$ cat src/rtl/wb_led_slave.sv
// Wishbone B4 pipelined slave for the LED/status bank: LED output register,
// set/clear aliases, masked blink generator, access counter, optional wait states.
module wb_led_slave #(
   parameter logic [31:0] BASE_ADDR   = 32'h8000_0000,
   parameter int unsigned WAIT_STATES = 0
) (
   input  logic        clk,
   input  logic        i_reset,
   input  logic        i_wb_m2s_cyc,
   input  logic        i_wb_m2s_stb,
   input  logic        i_wb_m2s_we,
   input  logic [31:0] i_wb_m2s_addr,
   input  logic [31:0] i_wb_m2s_data,
   input  logic [3:0]  i_wb_m2s_sel,
   output logic        o_wb_s2m_ack,
   output logic        o_wb_s2m_stall,
   output logic [31:0] o_wb_s2m_data,
   output logic        o_wb_s2m_err,
   output logic [31:0] o_wb_s2m_err_addr,
   output logic [5:0]  o_leds
);
   localparam logic [1:0] S_IDLE = 2'd0;
   localparam logic [1:0] S_WAIT = 2'd1;
   localparam logic [1:0] S_RESP = 2'd2;

   logic [1:0]  state_q, state_d;
   logic [3:0]  wcnt_q, wcnt_d;
   logic        we_q;
   logic [31:0] addr_q, data_q;
   logic [3:0]  sel_q;
   logic        ack_q, err_q;
   logic [31:0] rdata_q, err_addr_q;
   logic [5:0]  led_q, mask_q, leds_q;
   logic [31:0] div_q, bcnt_q, acc_q;
   logic        phase_q;

   logic        stall, accept, wait_done, do_resp, hit, ok, bad, wr;
   logic        cur_we;
   logic [31:0] cur_addr, cur_data, lane_mask, wbits, div_merge, rdata;
   logic [3:0]  cur_sel;
   logic [2:0]  off;
   logic [5:0]  led_merge, mask_merge;

   assign stall     = (state_q == S_WAIT);
   assign accept    = i_wb_m2s_cyc & i_wb_m2s_stb & ~stall;
   assign wait_done = (state_q == S_WAIT) & i_wb_m2s_cyc & (wcnt_q == 4'd1);
   // Without wait states the response is produced on the accept edge itself
   assign do_resp   = (WAIT_STATES == 0) ? accept : wait_done;

   assign cur_we   = stall ? we_q   : i_wb_m2s_we;
   assign cur_addr = stall ? addr_q : i_wb_m2s_addr;
   assign cur_data = stall ? data_q : i_wb_m2s_data;
   assign cur_sel  = stall ? sel_q  : i_wb_m2s_sel;

   assign off = cur_addr[4:2];
   assign hit = (cur_addr[31:5] == BASE_ADDR[31:5]) && (off < 3'd6);
   assign ok  = do_resp & hit;
   assign bad = do_resp & ~hit;
   assign wr  = ok & cur_we;

   assign lane_mask  = {{8{cur_sel[3]}}, {8{cur_sel[2]}}, {8{cur_sel[1]}}, {8{cur_sel[0]}}};
   assign wbits      = cur_data & lane_mask;
   assign led_merge  = (led_q & ~lane_mask[5:0]) | wbits[5:0];
   assign mask_merge = (mask_q & ~lane_mask[5:0]) | wbits[5:0];
   assign div_merge  = (div_q & ~lane_mask) | wbits;

   always_comb begin
      rdata = 32'h0;
      case (off)
         3'd0, 3'd1, 3'd2: rdata = {26'h0, led_q};
         3'd3:             rdata = {26'h0, mask_q};
         3'd4:             rdata = div_q;
         3'd5:             rdata = acc_q;
         default:          rdata = 32'h0;
      endcase
   end

   always_comb begin
      state_d = state_q;
      wcnt_d  = wcnt_q;
      case (state_q)
         S_IDLE, S_RESP: begin
            state_d = S_IDLE;
            if (accept) begin
               if (WAIT_STATES > 0) begin
                  state_d = S_WAIT;
                  wcnt_d  = 4'(WAIT_STATES);
               end else begin
                  state_d = S_RESP;
               end
            end
         end
         S_WAIT: begin
            // Master abandoning the cycle drops the pending access silently
            if (!i_wb_m2s_cyc)        state_d = S_IDLE;
            else if (wcnt_q == 4'd1)  state_d = S_RESP;
            else                      wcnt_d  = wcnt_q - 4'd1;
         end
         default: state_d = S_IDLE;
      endcase
   end

   always_ff @(posedge clk) begin
      if (i_reset) begin
         state_q    <= S_IDLE;
         wcnt_q     <= 4'h0;
         we_q       <= 1'b0;
         addr_q     <= 32'h0;
         data_q     <= 32'h0;
         sel_q      <= 4'h0;
         ack_q      <= 1'b0;
         err_q      <= 1'b0;
         rdata_q    <= 32'h0;
         err_addr_q <= 32'h0;
         led_q      <= 6'h0;
         mask_q     <= 6'h0;
         leds_q     <= 6'h0;
         div_q      <= 32'h0;
         bcnt_q     <= 32'h0;
         acc_q      <= 32'h0;
         phase_q    <= 1'b0;
      end else begin
         state_q <= state_d;
         wcnt_q  <= wcnt_d;
         if (accept) begin
            we_q   <= i_wb_m2s_we;
            addr_q <= i_wb_m2s_addr;
            data_q <= i_wb_m2s_data;
            sel_q  <= i_wb_m2s_sel;
         end
         ack_q   <= ok;
         err_q   <= bad;
         rdata_q <= ok ? rdata : 32'h0;
         if (bad) err_addr_q <= cur_addr;
         if (ok)  acc_q <= acc_q + 32'd1;
         if (wr) begin
            case (off)
               3'd0:    led_q  <= led_merge;
               3'd1:    led_q  <= led_q | wbits[5:0];
               3'd2:    led_q  <= led_q & ~wbits[5:0];
               3'd3:    mask_q <= mask_merge;
               3'd4:    div_q  <= div_merge;
               default: ;
            endcase
         end
         if (wr && off == 3'd4) begin
            bcnt_q <= 32'h0;
         end else if (div_q != 32'h0) begin
            if (bcnt_q == div_q) begin
               bcnt_q  <= 32'h0;
               phase_q <= ~phase_q;
            end else begin
               bcnt_q <= bcnt_q + 32'd1;
            end
         end
         leds_q <= led_q ^ (mask_q & {6{phase_q}});
      end
   end

   assign o_wb_s2m_ack      = ack_q;
   assign o_wb_s2m_err      = err_q;
   assign o_wb_s2m_stall    = stall;
   assign o_wb_s2m_data     = rdata_q;
   assign o_wb_s2m_err_addr = err_addr_q;
   assign o_leds            = leds_q;
endmodule

$ cat config.mk
export PLATFORM = sky130hd
export DESIGN_NAME = wb_led_slave
export DESIGN_NICKNAME = d
export VERILOG_FILES = /design/src/rtl/wb_led_slave.sv
export SDC_FILE = /design/constraint.sdc
export NUM_CORES = 1
export LEC_CHECK = 0
export CAP_MARGIN = 20
export CORE_UTILIZATION = 55
export CTS_BUF_LIST = sky130_fd_sc_hd__clkbuf_4 sky130_fd_sc_hd__clkbuf_8
export CTS_CLUSTER_DIAMETER = 80
export DETAILED_ROUTE_END_ITERATION = 10
export GPL_TIMING_DRIVEN = 0
export MAX_ROUTING_LAYER = met4
export PLACE_DENSITY = 0.85
export RECOVER_POWER = 25
export SYNTH_ARGS = -nofsm -noshare
export SYNTH_HDL_FRONTEND = slang
export SYNTH_SLANG_ARGS = --single-unit
$ cat constraint.sdc
create_clock -name clk -period 5.6 [get_ports clk]
set_input_delay 0.56 -clock clk [delete_from_list [all_inputs] [get_ports clk]]
set_output_delay 0.56 -clock clk [all_outputs]
set_load 0.1 [all_outputs]
==> results.yml <==
run_status:
  status: "finished clean"
worst_setup_path:
  cp_slowest_cell: "dlygate4sd3_1"
  crit_path_max_incr_delay_ns: 0.56
  worstSetupPathType: "in -> reg"
  worstPathCellList: "dlygate4sd3_1 -> nor4_1 -> and4_1 -> clkbuf_1 -> nand3_1 -> clkbuf_1 -> buf_6 -> o311ai_0 -> o21ai_0"
  crit_path_end_kind: "flip-flop"
  startpoint_type: "input port"
  critPathTopFamily: "buffers and inverters"
  crit_fanout: 10
  arrival_ns: 3.66
  crit_cells: 9
  cp.buffers_inverters: 4
  cpMostUsedCell: "clkbuf_1"
  required_ns: 5.93
  ff2ff_path_depth: 7
yosys:
  ys_top_cells_by_area: "dfxtp_1 45%, a21oi_1 6.5%, nand2_1 5.9%"
  synth_edf_count: 0
  synthCells: 957
  synth-seq-cells: 181
  synth_cell_types: 60
  synth_warnings: 0
  ys_seq_area_share_pct: 44.6
  syn_area_per_cell_um2: 8.49
  synth_nets: 1032
  synth_area_mm2: 0.00812
  synth.most_common_cell: "dfxtp_1"
  synth_top_area_share_pct: 44.6
  synth_common_cells: "181 x dfxtp_1, 127 x nand2_1, 106 x a21oi_1"
  synthArstFlopShare_pct: 0
  synth_flop_cell: "dfxtp_1"
  synth_top_area_cell: "dfxtp_1"
power_and_ir_drop:
  p_clk_share_pct: 35.3
  max-vdd-ir-drop_uv: 187
  p_leak_nw: 3.66
  p_sw_mw: 0.636
  powerDensity_mw_per_mm2: 236
  seq_power_share_pct: 54.7
  p_int_mw: 1.74
  p_comb_share_pct: 10.0
  p_sw_share_pct: 26.7
  power.total_mw: 2.38
route:
  drt-initial-drc-count: 765
  viasPerCell: 6.12
  drtPass1Iterations: 7
  route.detailed.drc: 0
  routed_wl_um: 23500
  vias: 8016
  ant_nets: 0
  routedWlPerCell_um: 18.0
timing:
  timing.final.ws_setup_ns: 2.28
  skew_ns: 0.0136
  setup_viol: 0
  finalCritPeriodShare_pct: 59.4
  fmax_ghz: 0.301
  fin_crit_ns: 3.32
  drv_slew: 0
  slew_headroom_pct: 32.2
  grt_setup_unrepaired: "no"
  hold_viol_final: 0
  worst_slew_pin_slew_ns: 1.01
  tns_ns: 0
global_routing:
  grt_overflow: 0
  first_global_vias: 7149
  grtUsageMet2_pct: 49.5
  top_usage_layer: "met2"
  grt_max_degree: 17
  gr-usage-met3_pct: 6.18
  grt_util_all_layers_pct: 32.2
  grt_pass1_wl_um: 36300
  grt_antenna_before_repair: 0
  use_met1_pct: 41.3
placement:
  place_area_mm2: 0.00973
  preCtsSetupSlack_ns: 2.13
  gp_congestion: 0.939
  dp_cells: 1279
  io_buffers: 138
  hpwl_um: 17600
floorplan:
  dieArea_mm2: 0.0153
  die_h_um: 124
  core.rowCount: 44
  io_pins: 146
  start_util_pct: 56.1
  core-area_mm2: 0.0145
  fp.dieW_um: 124
cts:
  cts_root_buffer: "clkbuf_8"
  htreeDepth: 4
  cts_setup_buffers: 0
  cts_made_buffers: 17
  cts_tree: "built"
  clock_path_buffers: 2
  cts_hold_buf: 0
  clock-sinks: 181
  clk_pin_slew_ns: 0.09
  clock_latency_ns: 0.47
  ctsResizeCount: 0
final_layout:
  insertedDiodeCount: 0
  fill_cells: 1152
  finalNonFillerCells: 1310
  drive_gt1_share_pct: 5.95
  fin_nets: 1189
  area_growth_pct: 24.2
  final_area_mm2: 0.0101
hold_path:
  hp-class: "reg -> reg"
  hold_depth: 2
job:
  max_cap_viol_count: 0
[logic make-up after synthesis]
family / count (synthesis) / share of synthesized area (%)
AOI/OAI and AO/OA: 224 / 17.1
adders and majority gates: 2 / 0.308
other: 1 / 0.0462
xor gates and xnor gates: 57 / 6.15
and+or+nand+nor: 388 / 24.9
buffers and inverters: 87 / 4.78
DFF: 181 / 44.6
muxes: 17 / 2.14
[placed cells by master (no fill, tap or decap), types with 30 or more instances in the layout]
| master | count |
|---|---|
| dlygate4sd3_1 | 51 |
| clkdlybuf4s50_1 | 88 |
| o21ai_0 | 30 |
| nand3_1 | 45 |
| nor2_1 | 87 |
| nand2_1 | 127 |
| dfxtp_1 | 181 |
| xor2_1 | 53 |
| clkbuf_1 | 53 |
| a21oi_1 | 106 |
[final cells by class]
class                   count  area [µm²]  share of cell area, %
flip-flops and latches    181        3620                   35.9
well taps                 184         230                   2.28
multi-input cells         689        4100                   40.7
plain buffers              65         300                   2.98
repair buffers            138        1380                   13.7
inverters                  22        82.6                  0.819
clock buffers              20         263                   2.61
clock inverters            11         101                   1.00
[power by group through the flow]
stage	Combinational, mW	Clock [mW]	Sequential (mW)
2_1_floorplan	0.0602	0	1.41
4_1_cts	0.239	0.842	1.30
6_report	0.239	0.840	1.30
3_3_place_gp	0.236	0	1.33
5_1_grt	0.251	0.884	1.30
3_5_place_dp	0.237	0	1.33
[metrics by stage]
step           util, %  hold WS [ns]
2_1_floorplan        -         0.452
3_3_place_gp      67.2         0.440
3_5_place_dp      67.2         0.447
4_1_cts           69.7         0.459
5_1_grt           69.7         0.475
6_report          69.7         0.455
[path summary, 6_finish.rpt]
path	slack (ns)	startpoint	to
min	0.46	o_wb_s2m_err_addr[30]	o_wb_s2m_err_addr[30]
max	2.28	i_wb_m2s_addr[7]	led_q[5]
min reg2reg	0.46	o_wb_s2m_err_addr[30]	o_wb_s2m_err_addr[30]
max reg2reg	3.11	bcnt_q[22]	bcnt_q[0]
[worst reg2reg max path, stage by stage, from the launching register on]
cell and delay, ns:
dfxtp_1 0.32, clkbuf_1 0.32, xor2_1 0.14, nor4_1 0.32, nand4_1 0.25, o31ai_1 0.41, clkbuf_1 0.48, nor2_1 0.12
[layer usage]
metal | share of wire (%) | wire length [µm]
met4 | 3.6 | 857
met2 | 45 | 10600
met5 | 0 | 0
met3 | 8.8 | 2080
met1 | 42 | 9970
Note: power is estimated with default switching activity, not from simulation.
